<file path="config.mk">
export PLATFORM = sky130hd
export DESIGN_NAME = permutation
export DESIGN_NICKNAME = d
export VERILOG_FILES = /design/src/rtl/permutation.sv
export SDC_FILE = /design/constraint.sdc
export NUM_CORES = 1
export LEC_CHECK = 0
export ABC_CLOCK_PERIOD_IN_PS = 1520
export BUFFER_PORTS_ARGS = -buffer_cell sky130_fd_sc_hd__buf_2
export CORE_MARGIN = 1.5
export CORE_UTILIZATION = 28
export CTS_BUF_LIST = sky130_fd_sc_hd__clkbuf_8
export DETAILED_ROUTE_END_ITERATION = 10
export MAX_ROUTING_LAYER = met4
export PLACE_DENSITY = 0.54
export SLEW_MARGIN = 40
export SYNTH_ARGS = -nofsm -noshare
export SYNTH_HDL_FRONTEND = slang
export SYNTH_SLANG_ARGS = --single-unit
</file>
<file path="constraint.sdc">
create_clock -name clk -period 1.52 [get_ports clk]
set_clock_uncertainty 0.15 [all_clocks]
set_input_delay 0.076 -clock clk [delete_from_list [all_inputs] [get_ports clk]]
set_output_delay 0.076 -clock clk [all_outputs]
set_load 0.01 [all_outputs]
</file>
<file path="src/rtl/permutation.sv">
// permutation: streaming Keccak pi step, one 25-bit z-slice per transfer.
// Each slice is captured on a read cycle, lane-permuted combinationally and
// presented on the following ready cycle; 64 slices make up one state.
//
// state | meaning
// IDLE  | waiting for start, all flags low
// READ  | read=1, slice on 'in' captured at the closing edge
// OUT   | ready=1, 'out' holds the permuted slice
// DONE  | total_ready=1, held until start drops

module permutation (
    input  logic        clk,
    input  logic        rst,
    input  logic        start,
    input  logic [24:0] in,
    output logic        read,
    output logic        ready,
    output logic        total_ready,
    output logic [24:0] out
);

    typedef enum logic [1:0] {
        IDLE = 2'd0,
        READ = 2'd1,
        OUT  = 2'd2,
        DONE = 2'd3
    } state_t;

    localparam logic [6:0] SLICES = 7'd64;

    state_t      r_state;
    state_t      w_next;
    logic [24:0] r_s;
    logic [6:0]  r_cnt;
    logic [24:0] w_out;

    // State register.
    always_ff @(posedge clk or posedge rst) begin
        if (rst) begin
            r_state <= IDLE;
        end else begin
            r_state <= w_next;
        end
    end

    // Slice capture and slice counter; counter clears only once start drops in DONE.
    always_ff @(posedge clk or posedge rst) begin
        if (rst) begin
            r_s   <= '0;
            r_cnt <= '0;
        end else if (r_state == READ) begin
            r_s   <= in;
            r_cnt <= r_cnt + 7'd1;
        end else if ((r_state == DONE) && !start) begin
            r_cnt <= '0;
        end
    end

    // Next-state and flag decode.
    always_comb begin
        w_next      = r_state;
        read        = 1'b0;
        ready       = 1'b0;
        total_ready = 1'b0;
        case (r_state)
            IDLE: begin
                if (start) w_next = READ;
            end
            READ: begin
                read   = 1'b1;
                w_next = OUT;
            end
            OUT: begin
                ready = 1'b1;
                if (r_cnt == SLICES) w_next = DONE;
                else                 w_next = READ;
            end
            DONE: begin
                total_ready = 1'b1;
                if (!start) w_next = IDLE;
            end
            default: w_next = IDLE;
        endcase
    end

    // Lane permutation: out lane (x,y) takes S lane ((x+3y) mod 5, x).
    always_comb begin
        w_out = '0;
        for (int x = 0; x < 5; x++) begin
            for (int y = 0; y < 5; y++) begin
                w_out[5*y + x] = r_s[5*x + ((x + 3*y) % 5)];
            end
        end
    end

    assign out = w_out;

endmodule

</file>
==> results by group <==
Clock tree
  • Clock root cell: clkbuf_8
  • CTS Buffer Depth: 2
  • Worst skew pair latency: ~280 ps
  • H-tree level count: 2
  • Sinks on Clock Net: 34
  • Clock transition at path regs: 70 ps
  • CTS tree: built
  • TritonCTS Buffers: 5

Worst setup path
  • Startpoint Class: flop
  • Slowest-stage cell, CP: dfrtp_1
  • Required @ worst endpoint: 1290 ps
  • CP Max Fanout: 7
  • Worst path arrival time: ~1200 ps
  • Crit path cell chain: nor2b_4 -> buf_4 -> buf_2
  • Worst Reg-to-Reg Cells: 3
  • FF-to-FF Start: r_state[1]
  • Crit Path Class: reg2out
  • Critical Path Sink Type: primary output
  • Slowest stage delay, CP: 460 ps
  • Reg2reg setup slack: a little under 70 ps
  • FF-to-FF End: r_s[9]

Placement
  • Final estimated routing congestion in global placement: 0.908
  • Placed Cells: 222
  • Placed Instance Area: 0.00179 mm²
  • Buffers on Ports: 55
  • DP Wirelength: 2.14 mm

Power
  • Worst vdd ir: 0.821 mV
  • Psw: 1.23 mW
  • Total power: 3.70 mW
  • Internal Power: 2.46 mW
  • Sequential power share: 40.9%
  • Sw frac: roughly a third
  • Combinational share of power: 41.3%
  • Leak: around 1.1 nW
  • Clock group share of total power: 17.8%
  • PD cells: around 1700 mW/mm²

Synthesis
  • Simple logic cell fraction of the synthesized area: 7.85%
  • Cell count after synthesis: 98
  • Mux cell area share after synthesis: 23.5%
  • Number of synthesized flops with an enable pin: 0
  • Post-Synth Adder-Cell Area: 1.76%
  • Compound-Gate Fraction of Synth Area: 3.09%
  • Yosys warnings: 0
  • Synth Area in XOR/XNOR: 0%
  • Top FF cell, synth: dfrtp_1
  • Synth Register Bits: 34
  • Async set-or-reset flop fraction in the synthesized netlist: 100%
  • Yosys cell types: 21
  • Post-synth top area cell: dfrtp_1
  • Synthesized area: 0.00142 mm²
  • Most frequent cells after synthesis: 34 x dfrtp_1, 26 x mux2_2, 8 x nand2_1
  • Mapped Avg Cell Area: 14.5 µm²
  • Cell with the most instances after synthesis: dfrtp_1
  • Main combinational cell family by area after synthesis: multiplexers
  • Sequential fraction of the synthesis area: between 50% and 60%
  • Synth top area cells: dfrtp_1 60%, mux2_2 21%, mux2i_1 2.8%
  • Synth top area share: 60.0%
  • Syn nets: 128

Route
  • Initial DRT Pass Iterations: 4
  • DR vias/cell: around 4.4
  • DRC: 0
  • Starting DRC count in detailed routing: 50
  • Routed len/inst: 12.1 µm
  • ANT nets after route: 0
  • Via count: 1,120
  • Total routed wirelength: 3.11 mm

GRT
  • Initial antenna violation count: 0
  • Vias in the first global route: 1,174
  • Largest net degree at the start of global routing: 35
  • First-pass GRT wire length: 5.24 mm
  • GRT Resource Usage Total: between 10 and 15%
  • Gr ovfl total: 0

Timing
  • Post-layout min period: between 1000 and 1500 ps
  • Worst-Margin Slew: around 420 ps
  • Share of the clock period used by the worst path: between 90% and 100%
  • RSZ-0062 raised after global routing: no
  • # setup viols final: 0
  • Fmax achieved: 0.689 GHz
  • Max-slew headroom: a little over 70%
  • Fin. max-slew vios: 0
  • Setup_tns: 0 ps
  • Endpoints failing hold: 0

Run status
  • Status: finished, final reports clean

Layout
  • Nets: 219
  • Post-route cell area: 0.00216 mm²
  • Layout area overhead: 52.3%
  • Final Core Density: 44.9%
  • ANT cells: 0
  • Finished Layout Cells: 257
  • Share of layout cells above drive strength 1: 50.5%

Floorplan
  • Core area: 0.00482 mm²
  • Die height: 74.2 µm
  • Rows: 25
  • Full die area: ~0.0055 mm²
  • Die Span X: 74.2 µm
  • Initial Util: between 20% and 30%
  • Io pins: 56

Hold path
  • HP Class: in2async

Run
  • Max_cap viols: 0
[power by group through the flow]
stage	clock [mW]	combinational (mW)	sequential, mW
after detailed placement	0	1.48	1.52
after CTS	0.682	1.54	1.51
after global routing	0.725	1.67	1.57
final	0.658	1.53	1.51
after floorplan	0	0.846	1.63
after global placement	0	1.44	1.51
[layout by cell type, fill, tap and decap left out]
master	n
buf_2	55
dfrtp_1	34
dlygate4sd3_1	27
mux2_2	26
nand2_1	8
inv_1	6
clkbuf_8	6
mux2i_1	4
buf_4	4
a22o_1	2
nand3b_1	2
o21ai_0	2
nand4_1	2
ha_1	2
nor2b_4	1
o21a_1	1
nand4_2	1
and4b_1	1
nor2_1	1
and2_1	1
or4_1	1
o41ai_2	1
clkinv_2	1
buf_12	1
[worst max path at each step]
stage	from	end	depth (start not counted)
final	r_state[1]	read	3
after global routing	r_state[1]	read	3
after CTS	r_state[0]	r_state[1]	2
after detailed placement	r_state[0]	r_state[1]	2
after global placement	r_state[0]	r_state[1]	2
after floorplan	r_state[0]	r_s[18]	4
[kinds of logic (layout without fill, tap and decap cells)]
| family | count (synthesis) | in the layout |
|---|---|---|
| AOI/OAI and AO/OA | 6 | 6 |
| adders and majority gates | 2 | 2 |
| buffers and inverters | 8 | 100 |
| DFF | 34 | 34 |
| muxes | 30 | 30 |
| and+or+nand+nor | 18 | 18 |
[cell type report]
class,count,area [µm²]
fillers,451,2660
flip-flops and latches,34,851
repair buffers,87,596
multi-input cells,56,520
well taps,67,83.8
clock buffers,6,82.6
inverters,5,18.8
clock inverters,2,8.76
[routing by layer]
layer  up-vias  global-route usage, %  part of all wire, %
met5         -                      -                    0
met4         0                   3.70                 0.51
met3         2                   3.39                  5.8
met2        40                   22.2                   52
met1       555                   14.7                   41
li1        523                      -                    -
[state kept, by name, summed over array words and instances (netlist names)]
signal,count
r_state,2
r_cnt,7
r_s,25
[critical path: cells and delay by family, from the launching register on]
kind                   cells  cell delay [ps]
DFF                        1              460
buffers and inverters      2              310
and+or+nand+nor            1              170
[through the flow]
step,setup WS [ps],hold slack [ps]
finish,69.3,289
global route,6.63,349
CTS,13.0,278
detailed placement,31.7,40.1
global placement,50.9,30.3
floorplan,78.1,43.0
[repair_timing]
item	CTS	global route
gates resized for setup	0	1
hold buffers	27	0
endpoints found under the hold margin	61	0
setup buffers	0	0
endpoints found under the setup margin	0	1
No activity file was read; power rests on OpenSTA's default activity.
